--- src/rtl/issue_select_ctrl.sv ---
// Oldest-first issue select: an age matrix orders the slots, and each ready port
// takes the next-oldest requesting slot in the same cycle.
module issue_select_ctrl #(
    parameter int NUM_SLOTS   = 8,
    parameter int ISSUE_WIDTH = 2,
    parameter int IDX_W       = $clog2(NUM_SLOTS)
) (
    input  logic                         clk,
    input  logic                         reset,
    input  logic                         alloc_valid,
    input  logic [IDX_W-1:0]             alloc_idx,
    input  logic [NUM_SLOTS-1:0]         slot_request,
    input  logic [ISSUE_WIDTH-1:0]       port_ready,
    input  logic                         flush,
    output logic [NUM_SLOTS-1:0]         slot_grant,
    output logic [ISSUE_WIDTH-1:0]       port_valid,
    output logic [ISSUE_WIDTH*IDX_W-1:0] port_slot_idx,
    output logic [$clog2(ISSUE_WIDTH+1)-1:0] grant_count
);

    localparam int CNT_W  = $clog2(ISSUE_WIDTH + 1);
    localparam int RANK_W = IDX_W + 1;

    logic [NUM_SLOTS-1:0] older      [NUM_SLOTS];
    logic [NUM_SLOTS-1:0] older_next [NUM_SLOTS];
    logic [RANK_W-1:0]    rank       [NUM_SLOTS];
    logic [CNT_W-1:0]     ready_rank [ISSUE_WIDTH];
    logic [NUM_SLOTS-1:0] grant_int;
    logic [ISSUE_WIDTH-1:0] valid_int;
    logic [ISSUE_WIDTH*IDX_W-1:0] idx_int;

    // Allocation overrides the flush clear, so a slot allocated during a flush
    // ends up youngest relative to everything.
    always_comb begin
        for (int i = 0; i < NUM_SLOTS; i++) begin
            older_next[i] = '0;
            for (int j = 0; j < NUM_SLOTS; j++) begin
                if (i == j) begin
                    older_next[i][j] = 1'b0;
                end else if (alloc_valid && (alloc_idx == IDX_W'(i))) begin
                    older_next[i][j] = 1'b0;
                end else if (alloc_valid && (alloc_idx == IDX_W'(j))) begin
                    older_next[i][j] = 1'b1;
                end else if (flush) begin
                    older_next[i][j] = 1'b0;
                end else begin
                    older_next[i][j] = older[i][j];
                end
            end
        end
    end

    always_ff @(posedge clk) begin
        if (!reset) begin
            for (int i = 0; i < NUM_SLOTS; i++) begin
                older[i] <= '0;
            end
        end else begin
            for (int i = 0; i < NUM_SLOTS; i++) begin
                older[i] <= older_next[i];
            end
        end
    end

    // Rank = number of requesting slots that beat this one; equal age falls
    // back to index order, so the ranks of requesters are distinct.
    always_comb begin
        for (int i = 0; i < NUM_SLOTS; i++) begin
            rank[i] = '0;
            for (int j = 0; j < NUM_SLOTS; j++) begin
                if ((j != i) && slot_request[j] &&
                    (older[j][i] || (!older[i][j] && (j < i)))) begin
                    rank[i] = rank[i] + RANK_W'(1);
                end
            end
        end
    end

    always_comb begin
        for (int p = 0; p < ISSUE_WIDTH; p++) begin
            ready_rank[p] = '0;
            for (int q = 0; q < p; q++) begin
                if (port_ready[q]) begin
                    ready_rank[p] = ready_rank[p] + CNT_W'(1);
                end
            end
        end
    end

    // The k-th ready port takes the requester whose rank is k.
    always_comb begin
        grant_int = '0;
        valid_int = '0;
        idx_int   = '0;
        for (int p = 0; p < ISSUE_WIDTH; p++) begin
            for (int i = 0; i < NUM_SLOTS; i++) begin
                if (port_ready[p] && slot_request[i] && !valid_int[p] &&
                    (rank[i] == RANK_W'(ready_rank[p]))) begin
                    valid_int[p]              = 1'b1;
                    idx_int[p*IDX_W +: IDX_W] = IDX_W'(i);
                    grant_int[i]              = 1'b1;
                end
            end
        end
    end

    always_comb begin
        slot_grant    = '0;
        port_valid    = '0;
        port_slot_idx = '0;
        grant_count   = '0;
        if (reset) begin
            slot_grant    = grant_int;
            port_valid    = valid_int;
            port_slot_idx = idx_int;
            for (int i = 0; i < NUM_SLOTS; i++) begin
                grant_count = grant_count + CNT_W'(grant_int[i]);
            end
        end
    end

endmodule

--- config.mk ---
export PLATFORM = sky130hd
export DESIGN_NAME = issue_select_ctrl
export DESIGN_NICKNAME = d
export VERILOG_FILES = /design/src/rtl/issue_select_ctrl.sv
export SDC_FILE = /design/constraint.sdc
export NUM_CORES = 1
export LEC_CHECK = 0
export CORE_ASPECT_RATIO = 1.25
export CORE_MARGIN = 3
export CORE_UTILIZATION = 45
export DETAILED_ROUTE_END_ITERATION = 10
export GPL_ROUTABILITY_DRIVEN = 0
export PLACE_DENSITY = 0.65
export SLEW_MARGIN = 15
export SYNTH_ARGS = -nofsm -noshare
export SYNTH_HDL_FRONTEND = slang
export SYNTH_SLANG_ARGS = --single-unit
--- constraint.sdc ---
create_clock -name clk -period 11.5 [get_ports clk]
set_input_delay 2.3 -clock clk [delete_from_list [all_inputs] [get_ports clk]]
set_output_delay 2.3 -clock clk [all_outputs]
set_load 0.005 [all_outputs]
Word level (Yosys, flattened, before mapping):

Memories as Yosys holds them, arrays and structs flattened.
Cells that the tools add are included.

* latch bits: 0
* bits of input ports: 17
* RAM bits: 64
* memories kept: 1
* flip-flop bits (word level): 0
* bits in read-only memories: 0

Memory list
* older: words 8, width 8, read ports 8, clocked after memory_dff 0, write ports 8, line 24 `logic [NUM_SLOTS-1:0] older [NUM_SLOTS];`

* div/mod/pow operators: 0
* multipliers: 0
* equality and inequality tests: 15
* bitwise logic cells: 8
* reductions and logical operators: 189
* shift-type cells: 0
* multiplexer cells: 284
* $lt $le $gt $ge: 0
* add/sub/neg operators: 55

Operator list (number)
* $mux 1: 212
* $add 4x1->4 const B: 48
* $mux 4: 48
* $logic_and 1x1->1: 110
* $mux 8: 9
* $logic_not 1->1: 42
* $mux 3: 12
* $eq 4x2->1: 8
* $logic_not 4->1: 8
* $logic_or 1x1->1: 28
* $add 2x1->2: 6
* $eq 3x3->1 const B: 4
* $or 1x1->1: 8
* $eq 3x2->1 const B: 2
* $mux 6: 1
* $mux 2: 2
* $eq 3x1->1 const B: 1
* $logic_not 3->1: 1
* $add 1x1->2: 1

Logic depth before layout (Yosys ltp):

An unclocked memory read counts as a cell.

* depth after elaboration: 49
* gate-level depth with buffers: 36
* gate-level depth less buffers: 33

Worst setup path after synthesis:

No wires, ideal clock.

* path kind: in2out
* start point: in slot_request[2]
* end point: out grant_count[1]
* required time: 9.200 ns
* arrival: 9.017 ns
* slack: 0.183 ns
* stages: 36
* cell sequence: buf_2 -> buf_2 -> clkbuf_1 -> nand2_1 -> inv_1 -> ha_1 -> a21boi_0 -> or2_2 -> ha_1 -> nand3_1 -> o31a_1 -> inv_1 -> ha_1 -> nor2_1 -> a21oi_1 -> ha_1 -> inv_1 -> a221oi_4 -> ha_1 -> nand2b_1 -> nor4_1 -> a211o_1 -> and4_1 -> a311oi_2 -> nor2b_1 -> nor2_1 -> fa_1 -> inv_1 -> fa_1 -> inv_1 -> fa_1 -> inv_1 -> ha_1 -> xnor2_1 -> xnor2_1 -> nor2_1

* cells in the longest elaborated chain, start to end: 46
* elaborated cells on any way between the ends: 171
* classes of those cells: 37 x add/sub; 7 x eq/ne; 67 x mux; 60 x reduce/logical

RTL lines
* from (decl): line 12 `input logic [NUM_SLOTS-1:0] slot_request,`
* branches (longest 44 deep; another with $add 4x1->4)
* $add 2x1->2 (*): line 117 `grant_count = grant_count + CNT_W'(grant_int[i]);`
* $mux 2 (*): line 112 `if (reset) begin`
* to (decl): line 18 `output logic [$clog2(ISSUE_WIDTH+1)-1:0] grant_count`

Mark *: on every way between the ends.

Worst setup path after layout:

* start point: in slot_request[0]
* end point: out grant_count[1]

* cells in the longest elaborated chain, start to end: 44
* elaborated cells on any way between the ends: 195
* classes of those cells: 49 x add/sub; 7 x eq/ne; 79 x mux; 60 x reduce/logical

RTL lines (line)
* branches (longest 42 deep; another with $add 4x1->4)
* $add 2x1->2 (*): 117
* $mux 2 (*): 112

Marked as above.

==> key figures <==
Outcome
  – Result of the run: finished clean

STA
  – Fmax: approximately 0.090 GHz
  – Final critical-path setup slack: 403 ps
  – Unrepaired setup endpoints after global routing: no
  – Headroom to the max-slew limit: between 50 and 60%
  – Number of hold violations in the final report: 0
  – Setup clock skew after layout: 0 ps
  – Period utilisation layout: between 90% and 100%
  – Post-layout minimum cycle time: between 10,000 and 15,000 ps
  – # setup viols final: 0
  – Total Negative Setup Slacks: 0 ps
  – Worst hold margin: approximately 470 ps
  – Actual slew at the worst max-slew pin: about 620 ps
  – Total count of max-transition violations in the final report: 0

Critical path
  – Critical path data arrival time: 8800 ps
  – Worst reg2reg path endpoint: older[0][24]
  – Worst-path cell with the longest stage delay: sky130_fd_sc_hd__fa_1
  – Worst reg-to-reg setup slack: between 10,000 and 15,000 ps
  – Most common cell type on the critical path: sky130_fd_sc_hd__inv_1
  – Worst Reg2Reg Path Length in Cells: 3
  – Start of the worst register-to-register path: older[0][24]
  – Worst Path Class, Setup: in -> out
  – Maximum net fanout on the critical path: 3
  – Max incr delay on CP: ~530 ps
  – CP startpoint kind: input pin
  – Crit. End Element: output pin
  – Required time at the worst-slack endpoint: just over 9000 ps

Placement
  – Placed insts: about 1,100
  – Placed instance area: approximately 7600 sq um
  – Detailed placer's ending HPWL: between 10,000 and 15,000 um
  – Place WS: -371 ps
  – Total of buffers placed on input and output ports: 34

Floorplanning
  – Placeable core area: about 14,000 sq um
  – Die outline height: 141 um
  – I/O Pins: 35
  – Die Span X: about 110 um
  – Row Count: 48
  – Area of the die: roughly 16,000 sq um
  – Starting utilization of the core area: ~47%

CTS
  – TritonCTS clock tree: built
  – Maximum clock insertion buffer count: 2
  – Clock buffers created by TritonCTS: 5
  – Clock Sink Count: between 50 and 60
  – H-tree level count: 2
  – Post-cts hold buffer count: 0
  – Latest clock arrival within the worst-skew pair: just under 300 ps
  – Clock edge transition at the registers on the reported setup and hold paths: ~70 ps
  – Root buffer selected by CTS: sky130_fd_sc_hd__clkbuf_16

Layout
  – Largest registers ranked by flip-flop count: older x56
  – Layout cell share with drive strength beyond 1: between 10% and 20%
  – Post-route standard cell area excluding fillers: 7950 sq um
  – Number of standard cells in the layout, taps in and fillers out: about 1,100
  – # nets final: 1,008
  – Number of fillers in the final layout: between 1,000 and 1,500
  – Register bank with the most flops: older
  – Number of flip-flops in the largest register: 56
  – Antenna diodes: 0
  – Growth of design area from synthesis to finish: 20.7%
  – Final core area utilization: between 50% and 60%

Route
  – First-iteration detailed-routing DRC count: 351
  – Final WL: 17,900 um
  – Total via count in the routed design: 6,224
  – Antenna violation net count after detailed routing: 0
  – DRC violation count after routing: 0
  – Avg WL per Cell: between 15 and 20 um
  – Vias/cell: 5.58
  – DRT Pass-1 Iters: 5

Power
  – Post-layout total power: 0.727 mW
  – Static leakage: about 3.4 nW
  – Power Density: just over 90 nW/um^2
  – Peak supply drop: ~65 uV

Logic synthesis
  – Synth Net Count: between 900 and 1,000
  – Syn Inst Count: approximately 840
  – Proportion of synthesized flip-flops having asynchronous set or reset: 0%
  – Count of cell types in the netlist: 95
  – Number of enable flip-flop cells after synthesis: 0
  – Most instantiated flip-flop cell in the synthesis netlist: sky130_fd_sc_hd__dfxtp_1
  – Synth area leaders: sky130_fd_sc_hd__dfxtp_1 (17%), sky130_fd_sc_hd__ha_1 (9.3%), sky130_fd_sc_hd__xnor2_1 (5.8%)
  – Mean instance size in the synthesized netlist: just under 8 sq um
  – Synthesized area: ~6600 sq um
  – Sequential element share of the synthesized area: around 17%
  – Fraction of synthesized cell area taken by the top area cell type: 17.0%
  – Post-synth top area cell: sky130_fd_sc_hd__dfxtp_1
  – Total of flip-flops plus latches after synthesis: 56
  – Warnings, synthesis: 0

GRT
  – Vias in the first global route: slightly below 6,000
  – Congestion Overflow GR: 0
  – All-Layer GR Usage: 22.2%
  – First-pass GRT wire length: about 30,000 um
  – Largest net degree at the start of global routing: 57
  – Number of antenna violations at the first check in global routing: 0

Hold path
  – Worst hold endpoint: older[0][7]
  – Path class of the lowest-slack min-delay path: reg -> reg
  – Number of cells on the worst hold path: 2
  – Hold Startpoint: older[0][7]

Run
  – Max cap viols: 0
-- how the worst max path moves through the flow --
stage                          startpoint              to  cells past startpoint
final                     slot_request[0]  grant_count[1]                     34
after global placement    slot_request[0]  grant_count[1]                     35
after global routing      slot_request[0]  grant_count[1]                     34
after CTS                 slot_request[2]  grant_count[0]                     33
after detailed placement  slot_request[0]  grant_count[1]                     35
after floorplan           slot_request[2]  grant_count[1]                     36
-- per-layer routing --
metal	part of all wire [%]	vias to the layer above	global-route usage (%)
met5	0	-	0
met4	1.9	0	5.50
met3	4.1	21	2.65
met2	49	118	38.6
met1	45	2904	29.2
li1	-	3181	-
-- report_power, final --
| group | leakage [nW] | internal (mW) | switching (mW) |
|---|---|---|---|
| sequential | 0.454 | 0.198 | 0.00474 |
| clock | 0.0736 | 0.0805 | 0.0697 |
| combinational | 2.86 | 0.189 | 0.185 |
| total | 3.38 | 0.468 | 0.260 |
-- worst max-delay path, delay by kind of cell --
kind            cells  cell delay [ps]
fa+ha+maj           8             2810
compound gates      6             1410
simple gates        8             1050
buf+inv            10              960
xor+xnor            2              260
-- what timing repair did --
| action | in CTS | in global routing |
|---|---|---|
| pin swaps | 6 | 19 |
| resized for setup | 15 | 30 |
| setup buffers | 3 | 6 |
| endpoints found under the setup margin | 2 | 2 |
-- synthesized netlist by cell type (15+ instances only) --
cell type and instances:
sky130_fd_sc_hd__nand3_1 44, sky130_fd_sc_hd__nand2b_1 61, sky130_fd_sc_hd__nand4_1 15, sky130_fd_sc_hd__ha_1 49, sky130_fd_sc_hd__and2_1 19, sky130_fd_sc_hd__xnor2_1 44, sky130_fd_sc_hd__nand2_1 61, sky130_fd_sc_hd__a21oi_1 69
sky130_fd_sc_hd__dfxtp_1 56, sky130_fd_sc_hd__xor2_1 29, sky130_fd_sc_hd__nor3_1 15, sky130_fd_sc_hd__nor2_1 46, sky130_fd_sc_hd__o21ai_0 32, sky130_fd_sc_hd__clkbuf_1 15, sky130_fd_sc_hd__nor2b_1 22, sky130_fd_sc_hd__inv_1 59
sky130_fd_sc_hd__xnor3_1 15
-- cell usage in the layout, fill, tap and decap left out, types with 4 or more instances in the layout --
| cell | count |
|---|---|
| sky130_fd_sc_hd__a21oi_1 | 68 |
| sky130_fd_sc_hd__ha_1 | 44 |
| sky130_fd_sc_hd__nor2b_1 | 21 |
| sky130_fd_sc_hd__o21ai_0 | 27 |
| sky130_fd_sc_hd__xor2_1 | 29 |
| sky130_fd_sc_hd__nand3b_1 | 4 |
| sky130_fd_sc_hd__inv_1 | 59 |
| sky130_fd_sc_hd__nor4_1 | 7 |
| sky130_fd_sc_hd__buf_4 | 90 |
| sky130_fd_sc_hd__nor3_1 | 15 |
| sky130_fd_sc_hd__clkbuf_16 | 5 |
| sky130_fd_sc_hd__o31ai_1 | 4 |
| sky130_fd_sc_hd__xnor3_1 | 15 |
| sky130_fd_sc_hd__nand3_1 | 43 |
| sky130_fd_sc_hd__nand4_1 | 15 |
| sky130_fd_sc_hd__o31a_1 | 4 |
| sky130_fd_sc_hd__o21ai_1 | 4 |
| sky130_fd_sc_hd__a31oi_1 | 9 |
| sky130_fd_sc_hd__o21a_1 | 10 |
| sky130_fd_sc_hd__xnor2_1 | 43 |
| sky130_fd_sc_hd__nor2_2 | 5 |
| sky130_fd_sc_hd__nand2_1 | 61 |
| sky130_fd_sc_hd__nor2_1 | 41 |
| sky130_fd_sc_hd__nand2b_1 | 60 |
| sky130_fd_sc_hd__o211ai_1 | 8 |
| sky130_fd_sc_hd__a211oi_1 | 5 |
| sky130_fd_sc_hd__and2_1 | 18 |
| sky130_fd_sc_hd__dfxtp_1 | 56 |
| sky130_fd_sc_hd__clkdlybuf4s50_1 | 29 |
| sky130_fd_sc_hd__and3_1 | 11 |
-- layout make-up --
cell class | count | area (sq um) | area share (%)
Multi-Input combinational cell | 689 | 5210 | 65.5
Sequential cell | 56 | 1120 | 14.1
Timing Repair Buffer | 125 | 1030 | 12.9
Inverter | 62 | 233 | 2.93
Tap cell | 175 | 219 | 2.75
Clock buffer | 5 | 125 | 1.57
Clock inverter | 3 | 18.8 | 0.236
-- logic make-up (layout without fill, tap and decap cells) --
group	count (synthesis)	in the layout	synth area share [%]
AND/OR/NAND/NOR	348	348	29.4
AO/OA/AOI/OAI	189	189	19.3
XOR/XNOR	94	94	16.9
buffers and inverters	90	195	6.13
flip-flops	56	56	17.0
adder cells (fa/ha/maj)	52	52	10.2
multiplexers	6	6	0.968
No activity file was read; power rests on OpenSTA's default activity.
